[src/rtl/door_timer_param_if.sv]
// Door timer control/status bundle: controller-side requests and timer status.
// master drives the requests, slave is the timer itself.
interface door_timer_param_if;
  logic       start_timer;
  logic       peso_excesivo;
  logic       bloqueo_activado;
  logic       extend;
  logic       t_expired;
  logic       busy;
  logic [3:0] remaining;
  logic [3:0] ext_count;
  logic [6:0] sseg;

  modport master (
    output start_timer, peso_excesivo, bloqueo_activado, extend,
    input  t_expired, busy, remaining, ext_count, sseg
  );

  modport slave (
    input  start_timer, peso_excesivo, bloqueo_activado, extend,
    output t_expired, busy, remaining, ext_count, sseg
  );
endinterface

[src/rtl/door_timer_param.sv]
// Parametrised door-open countdown timer with inhibit hold, bounded reopen
// extensions and a registered 7-segment readout of the seconds remaining.
module door_timer_param #(
  parameter int CLK_FREQ     = 100_000_000,
  parameter int TICK_FREQ    = 1,
  parameter int TIMEOUT      = 5,
  parameter int EXTEND_LIMIT = 3,
  parameter int PRE_W        = 27
) (
  input  logic                clk,
  input  logic                restart,
  door_timer_param_if.slave   bus
);

  localparam logic [PRE_W-1:0] DIV_M1   = PRE_W'(CLK_FREQ / TICK_FREQ - 1);
  localparam logic [3:0]       TIMEOUT_V = 4'(TIMEOUT);
  localparam logic [3:0]       EXT_LIM_V = 4'(EXTEND_LIMIT);
  localparam logic [6:0]       SEG_DASH  = 7'b1111110;
  localparam logic [6:0]       SEG_ZERO  = 7'b0000001;

  typedef enum logic [1:0] {
    IDLE    = 2'd0,
    RUN     = 2'd1,
    HOLD    = 2'd2,
    EXPIRED = 2'd3
  } state_t;

  state_t           state;
  logic [PRE_W-1:0] pre;
  logic             tick;
  logic             inhibit;
  logic             ext_ok;

  function automatic logic [6:0] seg7(input logic [3:0] d);
    case (d)
      4'd0:    seg7 = 7'b0000001;
      4'd1:    seg7 = 7'b1001111;
      4'd2:    seg7 = 7'b0010010;
      4'd3:    seg7 = 7'b0000110;
      4'd4:    seg7 = 7'b1001100;
      4'd5:    seg7 = 7'b0100100;
      4'd6:    seg7 = 7'b0100000;
      4'd7:    seg7 = 7'b0001111;
      4'd8:    seg7 = 7'b0000000;
      4'd9:    seg7 = 7'b0000100;
      default: seg7 = 7'b1111111;
    endcase
  endfunction

  assign inhibit = bus.peso_excesivo | bus.bloqueo_activado;
  assign tick    = (state == RUN) && (pre == DIV_M1);
  // A refused extension (limit reached) leaves the tick free to act this cycle.
  assign ext_ok  = bus.extend && (bus.ext_count < EXT_LIM_V);

  always_ff @(posedge clk or posedge restart) begin
    if (restart) begin
      state         <= IDLE;
      pre           <= '0;
      bus.remaining <= 4'd0;
      bus.ext_count <= 4'd0;
      bus.t_expired <= 1'b0;
      bus.busy      <= 1'b0;
      bus.sseg      <= SEG_ZERO;
    end else begin
      case (state)
        IDLE: begin
          if (bus.start_timer) begin
            pre           <= '0;
            bus.remaining <= TIMEOUT_V;
            bus.ext_count <= 4'd0;
            bus.busy      <= 1'b1;
            bus.t_expired <= 1'b0;
            if (inhibit) begin
              state    <= HOLD;
              bus.sseg <= SEG_DASH;
            end else begin
              state    <= RUN;
              bus.sseg <= seg7(TIMEOUT_V);
            end
          end
        end

        RUN: begin
          if (!bus.start_timer) begin
            state         <= IDLE;
            pre           <= '0;
            bus.remaining <= 4'd0;
            bus.busy      <= 1'b0;
            bus.t_expired <= 1'b0;
            bus.sseg      <= SEG_ZERO;
          end else if (inhibit) begin
            state    <= HOLD;
            pre      <= '0;
            bus.sseg <= SEG_DASH;
          end else if (ext_ok) begin
            pre           <= '0;
            bus.remaining <= TIMEOUT_V;
            bus.ext_count <= bus.ext_count + 4'd1;
            bus.sseg      <= seg7(TIMEOUT_V);
          end else if (tick) begin
            pre <= '0;
            if (bus.remaining <= 4'd1) begin
              state         <= EXPIRED;
              bus.remaining <= 4'd0;
              bus.t_expired <= 1'b1;
              bus.busy      <= 1'b0;
              bus.sseg      <= SEG_ZERO;
            end else begin
              bus.remaining <= bus.remaining - 4'd1;
              bus.sseg      <= seg7(bus.remaining - 4'd1);
            end
          end else begin
            pre <= pre + 1'b1;
          end
        end

        HOLD: begin
          if (!bus.start_timer) begin
            state         <= IDLE;
            pre           <= '0;
            bus.remaining <= 4'd0;
            bus.busy      <= 1'b0;
            bus.t_expired <= 1'b0;
            bus.sseg      <= SEG_ZERO;
          end else begin
            // Resuming always starts a full prescaler period.
            pre <= '0;
            if (ext_ok) begin
              bus.remaining <= TIMEOUT_V;
              bus.ext_count <= bus.ext_count + 4'd1;
            end
            if (inhibit) begin
              bus.sseg <= SEG_DASH;
            end else begin
              state    <= RUN;
              bus.sseg <= seg7(ext_ok ? TIMEOUT_V : bus.remaining);
            end
          end
        end

        EXPIRED: begin
          if (!bus.start_timer) begin
            state         <= IDLE;
            pre           <= '0;
            bus.remaining <= 4'd0;
            bus.t_expired <= 1'b0;
            bus.busy      <= 1'b0;
            bus.sseg      <= SEG_ZERO;
          end
        end

        default: begin
          state <= IDLE;
        end
      endcase
    end
  end

endmodule

[src/flat_wrapper.sv]
// flat-port wrapper written by rule: the top's interface ports become plain ports
module door_timer_param_flat 
#(
  parameter int CLK_FREQ     = 100_000_000,
  parameter int TICK_FREQ    = 1,
  parameter int TIMEOUT      = 5,
  parameter int EXTEND_LIMIT = 3,
  parameter int PRE_W        = 27
)
  (clk, restart, bus_start_timer, bus_peso_excesivo, bus_bloqueo_activado, bus_extend, bus_t_expired, bus_busy, bus_remaining, bus_ext_count, bus_sseg);
  door_timer_param_if bus_i ();
  input  logic clk;
  input  logic restart;
  input wire logic [$bits(bus_i.start_timer)-1:0] bus_start_timer;
  input wire logic [$bits(bus_i.peso_excesivo)-1:0] bus_peso_excesivo;
  input wire logic [$bits(bus_i.bloqueo_activado)-1:0] bus_bloqueo_activado;
  input wire logic [$bits(bus_i.extend)-1:0] bus_extend;
  output wire logic [$bits(bus_i.t_expired)-1:0] bus_t_expired;
  output wire logic [$bits(bus_i.busy)-1:0] bus_busy;
  output wire logic [$bits(bus_i.remaining)-1:0] bus_remaining;
  output wire logic [$bits(bus_i.ext_count)-1:0] bus_ext_count;
  output wire logic [$bits(bus_i.sseg)-1:0] bus_sseg;
  assign bus_i.start_timer = bus_start_timer;
  assign bus_i.peso_excesivo = bus_peso_excesivo;
  assign bus_i.bloqueo_activado = bus_bloqueo_activado;
  assign bus_i.extend = bus_extend;
  assign bus_t_expired = bus_i.t_expired;
  assign bus_busy = bus_i.busy;
  assign bus_remaining = bus_i.remaining;
  assign bus_ext_count = bus_i.ext_count;
  assign bus_sseg = bus_i.sseg;
  door_timer_param #(.CLK_FREQ(CLK_FREQ), .TICK_FREQ(TICK_FREQ), .TIMEOUT(TIMEOUT), .EXTEND_LIMIT(EXTEND_LIMIT), .PRE_W(PRE_W)) u_core (.clk(clk), .restart(restart), .bus(bus_i));
endmodule
[config.mk]
export PLATFORM = sky130hd
export DESIGN_NAME = door_timer_param_flat
export DESIGN_NICKNAME = d
export VERILOG_FILES = /design/src/rtl/door_timer_param_if.sv /design/src/rtl/door_timer_param.sv /design/src/flat_wrapper.sv
export SDC_FILE = /design/constraint.sdc
export NUM_CORES = 1
export LEC_CHECK = 0
export BUFFER_PORTS_ARGS = -buffer_cell sky130_fd_sc_hd__buf_4
export CAP_MARGIN = 10
export CORE_AREA = 10 10 99 101
export DETAILED_ROUTE_END_ITERATION = 8
export DIE_AREA = 0 0 109 111
export GPL_ROUTABILITY_DRIVEN = 0
export PLACE_DENSITY_LB_ADDON = 0.15
export SKIP_LAST_GASP = 1
export SLEW_MARGIN = 25
export SYNTH_ARGS = -nofsm -noshare
export SYNTH_HDL_FRONTEND = slang
export SYNTH_SLANG_ARGS = --single-unit
[constraint.sdc]
create_clock -name clk -period 6.26 [get_ports clk]
set_input_delay 0 -clock clk [delete_from_list [all_inputs] [get_ports clk]]
set_output_delay 0 -clock clk [all_outputs]
set_load 0.01 [all_outputs]
==> flow_summary_export.csv, run 1 <==
group,metric,value,unit
outcome,outcome,"finished, final reports clean",
cts,cts_buffers,5,
global_routing,grt_antenna_before_repair,0,
pwr,power-per-cell-area,354,nW/um^2
place,pre_cts_slack,3.37,ns
sta,timing.hold.ws,0.164,ns
synthesis,syn_area_per_cell,8.63,um^2
routing,detailedRoute.firstPassIterationCount,4,
sta,layout_min_cycle_time,2.88,ns
place,postPlaceCellArea,3280,um^2
sta,tightest_slew,0.923,ns
routing,drt_drc_violations_left,0,
cts,clock_path_buffers,2,
place,port-buffer-count,22,
sta,clock-skew-final,0.00661,ns
global_routing,via_count_of_the_first_global_routing_pass,2491,
critical_path,r2r_cells,7,
routing,via_count,2626,
global_routing,grt_usage,0.123,
cts,ctsRootBufferMaster,"sky130_fd_sc_hd__clkbuf_8",
hold_path,whs_path_depth,3,
sta,grt_setup_unrepaired,"false",
die,die_w,109,um
synthesis,asyncSetResetFlopFracSynth,1.00,
die,effective_utilization_at_floorplan,0.380,
synthesis,synth-main-ff-cell,"sky130_fd_sc_hd__dfrtp_1",
sta,worst_slack,3.38,ns
synthesis,number_of_synthesized_flops_with_an_enable_pin,0,
cells_and_area,postLayoutCoreUtil,0.424,
cells_and_area,area_growth_syn_to_layout,11.5,%
routing,remaining_antenna_violation_count,0,
synthesis,ys_warn_count,0,
cells_and_area,layout-drive-gt1-share,0.127,
synthesis,syn-num-nets,369,
synthesis,synth_area_leader_cell,"sky130_fd_sc_hd__dfrtp_1",
routing,detailedRoute.firstIterationViolations,113,
global_routing,grt_first_pass_wirelength,12600,um
synthesis,ys_seq_elements,46,
cells_and_area,nets,386,
routing,avgRoutedWirePerCell,15.4,um
die,fp.coreArea,7970,um^2
cts,tritoncts_num_sinks,46,
sta,layout_worst_path_cycle_share,0.459,
place,estimated_wirelength_of_the_detail_placed_design,5210,um
sta,setup_violations,0,
sta,maxSlewViolCount,0,
die,die_h,111,um
pwr,power.static_leakage,1.40,nW
cts,clock_insertion_delay_worst_skew,0.30,ns
critical_path,critical_path.max_fanout,25,
synthesis,yosys.area.top_type_share,0.372,
job,max_cap_viol_count,0,
synthesis,syn-instance-count,351,
cts,cts.reportedPaths.clkPinSlew,0.09,ns
sta,max_freq,348,MHz
routing,detail_route.vias_per_cell,5.54,
critical_path,worst_ep_required_time,6.49,ns
cells_and_area,total_non_filler_cell_area_in_the_finished_layout,3380,um^2
cts,cts_repair_resize_count,0,
die,dieArea,12100,um^2
cts,tritoncts,"yes",
sta,fin_setup_tns,0,ns
pwr,power.ir.vdd_worst,232,uV
synthesis,post_synthesis_cell_area,3030,um^2
sta,finalHoldViolCount,0,
critical_path,crit_path_end_kind,"register",
routing,drt-total-wl,7320,um
cts,htree_levels,2,
synthesis,post_synthesis_sequential_area_ratio,0.380,
cells_and_area,layout.filler_cells,807,
critical_path,category_of_the_worst_setup_path_launch_point,"register",
critical_path,crit_arrival,3.10,ns
hold_path,hold_path_class,"input port to register",
critical_path,crit_type,"register to register",
global_routing,grt_start_max_net_pins,47,
synthesis,synth_cell_types,55,
synthesis,cell_types_occupying_the_most_area_after_synthesis,"sky130_fd_sc_hd__dfrtp_1 37%, sky130_fd_sc_hd__o21ai_0 5.5%, sky130_fd_sc_hd__ha_1 5.0%",
sta,timing.slew.headroom,0.385,
die,design.portCount,23,
die,rows,33,
cells_and_area,insertedDiodeCount,0,
global_routing,overflow,0,
report_power, final:
group | internal [W] | switching, W | total, W
combinational | 0.000245 | 0.000358 | 0.000603
sequential | 0.000343 | 0.0000670 | 0.000410
clock | 0.0000791 | 0.000105 | 0.000185
sequential cells by signal, indices dropped and copies added (netlist names):
| signal | flops |
|---|---|
| u_core.bus.sseg | 7 |
| u_core.pre | 27 |
| u_core.state | 2 |
| u_core.bus.remaining | 4 |
| u_core.bus.ext_count | 4 |
| u_core.bus.busy | 1 |
| u_core.bus.t_expired | 1 |
cell families (layout without fill, tap and decap cells):
family	after synthesis	count (layout)	share of synthesized area
simple gates	152	152	0.269
xor+xnor	20	20	0.0578
flops	46	46	0.380
mux	5	5	0.0219
buf+inv	25	43	0.0310
fa+ha+maj	12	12	0.0495
compound gates	91	91	0.190
final cells by class:
class	count	area [um^2]	share of cell area
Multi-Input combinational cell	280	1780	0.528
Sequential cell	46	1150	0.341
Timing Repair Buffer	24	183	0.0541
Clock inverter	2	13.8	0.00407
Tap cell	105	131	0.0389
Clock buffer	6	72.6	0.0215
Inverter	11	42.5	0.0126
what timing repair did:
| action | in CTS | in global routing |
|---|---|---|
| hold endpoints to repair | 45 | 0 |
| buffers inserted | 0 | 0 |
| hold buffers | 1 | 0 |
layer usage:
layer / part of all wire / global-route usage
met1: 0.47 / 0.166
met2: 0.48 / 0.198
met3: 0.044 / 0.0262
met4: 0.0057 / 0.0211
met5: 0 / 0
cell usage after synthesis, types with 3 or more instances:
cell type	count
sky130_fd_sc_hd__o21a_1	4
sky130_fd_sc_hd__inv_1	11
sky130_fd_sc_hd__or3_1	10
sky130_fd_sc_hd__mux2_2	3
sky130_fd_sc_hd__nor3_1	13
sky130_fd_sc_hd__a21oi_1	19
sky130_fd_sc_hd__ha_1	12
sky130_fd_sc_hd__a311oi_1	3
sky130_fd_sc_hd__o21ai_0	33
sky130_fd_sc_hd__nand3_1	19
sky130_fd_sc_hd__or2_2	3
sky130_fd_sc_hd__dfrtp_1	45
sky130_fd_sc_hd__nand2b_1	5
sky130_fd_sc_hd__clkbuf_1	13
sky130_fd_sc_hd__and2_1	5
sky130_fd_sc_hd__a22o_1	5
sky130_fd_sc_hd__xnor2_1	11
sky130_fd_sc_hd__xor2_1	9
sky130_fd_sc_hd__nand4_1	6
sky130_fd_sc_hd__or4_1	3
sky130_fd_sc_hd__nand2_1	34
sky130_fd_sc_hd__and3_1	7
sky130_fd_sc_hd__o22ai_1	3
sky130_fd_sc_hd__nor2_1	33
metrics by stage:
stage | instances | total power, W
5_1_grt | 474 | 0.00130
3_3_place_gp | 465 | 0.00102
2_1_floorplan | 351 | 0.000831
6_report | 474 | 0.00120
3_5_place_dp | 465 | 0.00102
4_1_cts | 474 | 0.00121
layout by cell type (no fill, tap or decap), types with 2 or more instances in the layout:
master,Yosys,routed
sky130_fd_sc_hd__xor2_1,9,9
sky130_fd_sc_hd__o22a_1,2,2
sky130_fd_sc_hd__o22ai_1,3,3
sky130_fd_sc_hd__nand3_1,19,19
sky130_fd_sc_hd__dfrtp_1,45,45
sky130_fd_sc_hd__and4_1,2,2
sky130_fd_sc_hd__and3_1,7,7
sky130_fd_sc_hd__nand2_1,34,34
sky130_fd_sc_hd__nand4_1,6,6
sky130_fd_sc_hd__mux2_2,3,3
sky130_fd_sc_hd__clkinv_2,0,2
sky130_fd_sc_hd__a22o_1,5,5
sky130_fd_sc_hd__nor3_1,13,13
sky130_fd_sc_hd__o21ai_0,33,33
sky130_fd_sc_hd__a211oi_1,2,2
sky130_fd_sc_hd__xnor2_1,11,11
sky130_fd_sc_hd__and2_1,5,5
sky130_fd_sc_hd__a22oi_1,2,2
sky130_fd_sc_hd__or4b_2,2,2
sky130_fd_sc_hd__or4_1,3,3
sky130_fd_sc_hd__clkbuf_8,0,5
sky130_fd_sc_hd__a31oi_1,2,2
sky130_fd_sc_hd__or3_1,10,10
sky130_fd_sc_hd__nor4b_2,2,2
sky130_fd_sc_hd__nand2b_1,5,5
sky130_fd_sc_hd__o31ai_1,2,2
sky130_fd_sc_hd__ha_1,12,12
sky130_fd_sc_hd__a311oi_1,3,3
sky130_fd_sc_hd__o21a_1,4,4
sky130_fd_sc_hd__nor2_1,33,33
sky130_fd_sc_hd__inv_1,11,10
sky130_fd_sc_hd__nor2b_1,2,2
sky130_fd_sc_hd__a221oi_1,2,2
sky130_fd_sc_hd__or2_2,3,3
sky130_fd_sc_hd__a21oi_1,19,19
sky130_fd_sc_hd__buf_4,0,23
worst paths after layout:
kind,start,slack (ns),endpoint
min,bus_start_timer,0.16,u_core.bus.t_expired
max in group asynchronous,restart,5.37,u_core.bus.ext_count[1]
min reg2reg,u_core.bus.sseg[0],0.49,u_core.bus.sseg[0]
min in group asynchronous,restart,0.39,u_core.bus.sseg[1]
max,u_core.bus.ext_count[0],3.38,u_core.bus.sseg[2]
max reg2reg,u_core.bus.ext_count[0],3.38,u_core.bus.sseg[2]
critical path, stage by stage, from the launching register on:
cell	delay, ns
sky130_fd_sc_hd__dfrtp_1	0.42
sky130_fd_sc_hd__ha_1	0.23
sky130_fd_sc_hd__nor4b_2	0.74
sky130_fd_sc_hd__nor2_1	0.23
sky130_fd_sc_hd__nand2_1	0.19
sky130_fd_sc_hd__o21a_1	0.76
sky130_fd_sc_hd__nor2_1	0.08
sky130_fd_sc_hd__a21oi_1	0.14
Note: power is estimated with default switching activity, not from simulation.
==> run 2, diff against run 1 <==
--- a/config.mk
+++ b/config.mk
@@ -5,11 +5,12 @@
 export SDC_FILE = /design/constraint.sdc
 export NUM_CORES = 1
 export LEC_CHECK = 0
+export ABC_AREA = 1
 export BUFFER_PORTS_ARGS = -buffer_cell sky130_fd_sc_hd__buf_4
 export CAP_MARGIN = 10
-export CORE_AREA = 10 10 99 101
+export CORE_AREA = 10 10 102 104
 export DETAILED_ROUTE_END_ITERATION = 8
-export DIE_AREA = 0 0 109 111
+export DIE_AREA = 0 0 112 114
 export GPL_ROUTABILITY_DRIVEN = 0
 export PLACE_DENSITY_LB_ADDON = 0.15
 export SKIP_LAST_GASP = 1
==> constraint.sdc (replaced) <==
create_clock -name clk -period 3 [get_ports clk]
set_input_delay 0 -clock clk [delete_from_list [all_inputs] [get_ports clk]]
set_output_delay 0 -clock clk [all_outputs]
set_load 0.01 [all_outputs]
==> flow_summary_export.csv, run 2 <==
group,metric,value,unit
synthesis,cell_types_occupying_the_most_area_after_synthesis,"sky130_fd_sc_hd__dfrtp_1 35%, sky130_fd_sc_hd__nand2_1 14%, sky130_fd_sc_hd__nor2_1 7.4%",
pwr,power-per-cell-area,719,nW/um^2
cells_and_area,regMostFlops,"u_core.pre",
cells_and_area,layout.cells.most_common,"sky130_fd_sc_hd__nand2_1",
die,effective_utilization_at_floorplan,0.383,
routing,avgRoutedWirePerCell,13.6,um
die,fp.coreArea,8470,um^2
cts,htree_levels,2,
synthesis,post_synthesis_sequential_area_ratio,0.355,
synthesis,post_synthesis_cell_area,3240,um^2
synthesis,asyncSetResetFlopFracSynth,1.00,
synthesis,syn-num-nets,479,
cts,tritoncts_num_sinks,46,
synthesis,syn_area_per_cell,7.03,um^2
critical_path,category_of_the_worst_setup_path_launch_point,"register",
pwr,power.ir.vdd_worst,417,uV
synthesis,ys_seq_elements,46,
cells_and_area,nets,503,
synthesis,synth_cell_types,38,
die,rows,34,
outcome,outcome,"finished, final reports clean",
cells_and_area,area_growth_syn_to_layout,10.7,%
sta,grt_setup_unrepaired,"false",
pwr,total_power,0.00258,W
synthesis,yosys.area.top_type_share,0.347,
routing,via_count,3021,
cts,cts_post_setup_buffers_inserted,0,
routing,drt_drc_violations_left,0,
sta,finalHoldViolCount,0,
pwr,power.sequential.fraction,0.324,
cells_and_area,commonest_cells_after_routing_fill_and_taps_aside,"122 x sky130_fd_sc_hd__nand2_1, 64 x sky130_fd_sc_hd__nor2_1, 45 x sky130_fd_sc_hd__inv_1, 45 x sky130_fd_sc_hd__dfrtp_1, 36 x sky130_fd_sc_hd__nand3_1",
sta,layout_worst_path_cycle_share,0.742,
global_routing,grt_first_pass_wirelength,14500,um
cts,clock_insertion_delay_worst_skew,0.31,ns
sta,clock-skew-final,0.0155,ns
global_routing,via_count_of_the_first_global_routing_pass,3043,
pwr,clkPwrFrac,0.157,
place,port-buffer-count,22,
cts,cts_buffers,5,
die,dieArea,12800,um^2
pwr,power.combinational.fraction,0.518,
synthesis,synth_area_leader_cell,"sky130_fd_sc_hd__dfrtp_1",
global_routing,overflow,0,
pwr,switching_share,0.475,
routing,detailedRoute.firstIterationViolations,206,
job,max_cap_viol_count,0,
global_routing,grt_start_max_net_pins,47,
synthesis,number_of_synthesized_flops_with_an_enable_pin,0,
sta,timing.slew.headroom,0.446,
global_routing,grt_usage,0.133,
cts,cts.reportedPaths.clkPinSlew,0.10,ns
die,design.portCount,23,
sta,tightest_slew,0.830,ns
sta,fin_setup_tns,0,ns
cells_and_area,insertedDiodeCount,0,
critical_path,crit_type,"register to register",
pwr,switchingPower,0.00123,W
sta,maxSlewViolCount,0,
hold_path,worst_hold_startpoint,"bus_start_timer",
cts,clock_path_buffers,2,
routing,drt-total-wl,8080,um
pwr,power_report.internal_total,0.00135,W
die,die_w,112,um
hold_path,hold_path_class,"input port to register",
sta,max_freq,450,MHz
critical_path,worstReg2RegStart,"u_core.bus.ext_count[0]",
cells_and_area,layout-drive-gt1-share,0.142,
synthesis,synth_top_cells_by_count,"122 x sky130_fd_sc_hd__nand2_1, 64 x sky130_fd_sc_hd__nor2_1, 46 x sky130_fd_sc_hd__inv_1",
cells_and_area,largest_registers,"u_core.pre (27), u_core.bus.sseg (7)",
sta,setup_violations,0,
cts,ctsRootBufferMaster,"sky130_fd_sc_hd__clkbuf_8",
routing,detail_route.vias_per_cell,5.09,
die,die_h,114,um
cells_and_area,layout.filler_cells,943,
sta,layout_min_cycle_time,2.22,ns
critical_path,worst_setup_path_startpoint,"u_core.bus.ext_count[0]",
cells_and_area,number_of_flip_flops_in_the_largest_register,27,
critical_path,crit_path_end_kind,"register",
critical_path,critical_path.max_fanout,27,
critical_path,worst_ep_required_time,3.20,ns
critical_path,crit_arrival,2.43,ns
routing,detailedRoute.firstPassIterationCount,4,
synthesis,synth-main-ff-cell,"sky130_fd_sc_hd__dfrtp_1",
routing,remaining_antenna_violation_count,0,
synthesis,ys_warn_count,0,
synthesis,yosys.cell_count.top_type,"sky130_fd_sc_hd__nand2_1",
synthesis,syn-instance-count,461,
global_routing,grt_antenna_before_repair,0,
pwr,power.static_leakage,1.64,nW
cts,tritoncts,"yes",
place,estimated_wirelength_of_the_detail_placed_design,6160,um
[run 2: metal layers]
metal	GRT usage	vias to the layer above	part of all wire
met5	0	-	0
met4	0.0313	0	0.0084
met3	0.0278	5	0.043
met2	0.221	51	0.48
met1	0.172	1420	0.47
li1	-	1545	-
[run 2: layout make-up]
class / instances / area (um^2) / area share
flip-flops and latches: 46 / 1150 / 0.321
clock inverters: 3 / 23.8 / 0.00662
well taps: 108 / 135 / 0.0376
multi-input cells: 355 / 1830 / 0.509
repair buffers: 23 / 175 / 0.0488
clock buffers: 5 / 68.8 / 0.0192
inverters: 54 / 209 / 0.0582
[run 2: cells by family (layout without fill, tap and decap cells)]
| kind of cell | after synthesis | count (layout) | synth area share |
|---|---|---|---|
| adders and majority gates | 12 | 12 | 0.0463 |
| xor gates and xnor gates | 7 | 7 | 0.0189 |
| buffers and inverters | 60 | 85 | 0.0818 |
| and+or+nand+nor | 287 | 287 | 0.416 |
| AOI/OAI and AO/OA | 49 | 49 | 0.0814 |
| DFF | 46 | 46 | 0.355 |
[run 2: what timing repair did]
item	CTS	global route
endpoints found under the setup margin	0	0
endpoints found under the hold margin	45	0
hold buffers	1	0
gates resized for setup	0	0
[run 2: per-stage QoR]
stage                     setup slack, ns  instance area (um^2)   util  cells  hold slack [ns]
after global routing                0.398                  3590  0.424    594            0.146
after CTS                           0.734                  3590  0.424    594            0.102
after global placement              0.737                  3490  0.412    585            0.304
after floorplan                      1.16                  3240      -    461            0.210
after detailed placement            0.743                  3490  0.412    585            0.320
final                               0.775                  3590  0.424    594            0.108
[run 2: worst paths after layout]
| path | slack, ns | end | cells after the start |
|---|---|---|---|
| worst max-delay path | 0.78 | u_core.bus.sseg[5] | 11 |
| worst min-delay path | 0.11 | u_core.bus.sseg[0] | 6 |
| worst max register to register | 0.78 | u_core.bus.sseg[5] | 11 |
| worst min register to register | 0.48 | u_core.bus.sseg[0] | 2 |
| max in group asynchronous | 2.12 | u_core.pre[6] | 3 |
| min in group asynchronous | 0.38 | u_core.state[0] | 3 |
[run 2: critical path, stage by stage, from the launching register on]
cell and delay (ns):
sky130_fd_sc_hd__dfrtp_1 0.41, sky130_fd_sc_hd__ha_1 0.20, sky130_fd_sc_hd__nor2_1 0.11, sky130_fd_sc_hd__nand3_2 0.31
sky130_fd_sc_hd__nand2_1 0.23, sky130_fd_sc_hd__nor2_1 0.07, sky130_fd_sc_hd__nand2_2 0.10, sky130_fd_sc_hd__nand2_2 0.18
sky130_fd_sc_hd__clkinv_4 0.25, sky130_fd_sc_hd__nand2_1 0.10, sky130_fd_sc_hd__nor2_1 0.10, sky130_fd_sc_hd__nor2_1 0.04
[run 2: power by group through the flow]
stage / sequential, W / combinational (W) / clock, W
CTS: 0.000840 / 0.00135 / 0.000426
global placement: 0.000853 / 0.00134 / 0
global route: 0.000860 / 0.00155 / 0.000445
detailed placement: 0.000849 / 0.00135 / 0
finish: 0.000837 / 0.00134 / 0.000406
floorplan: 0.000868 / 0.000961 / 0
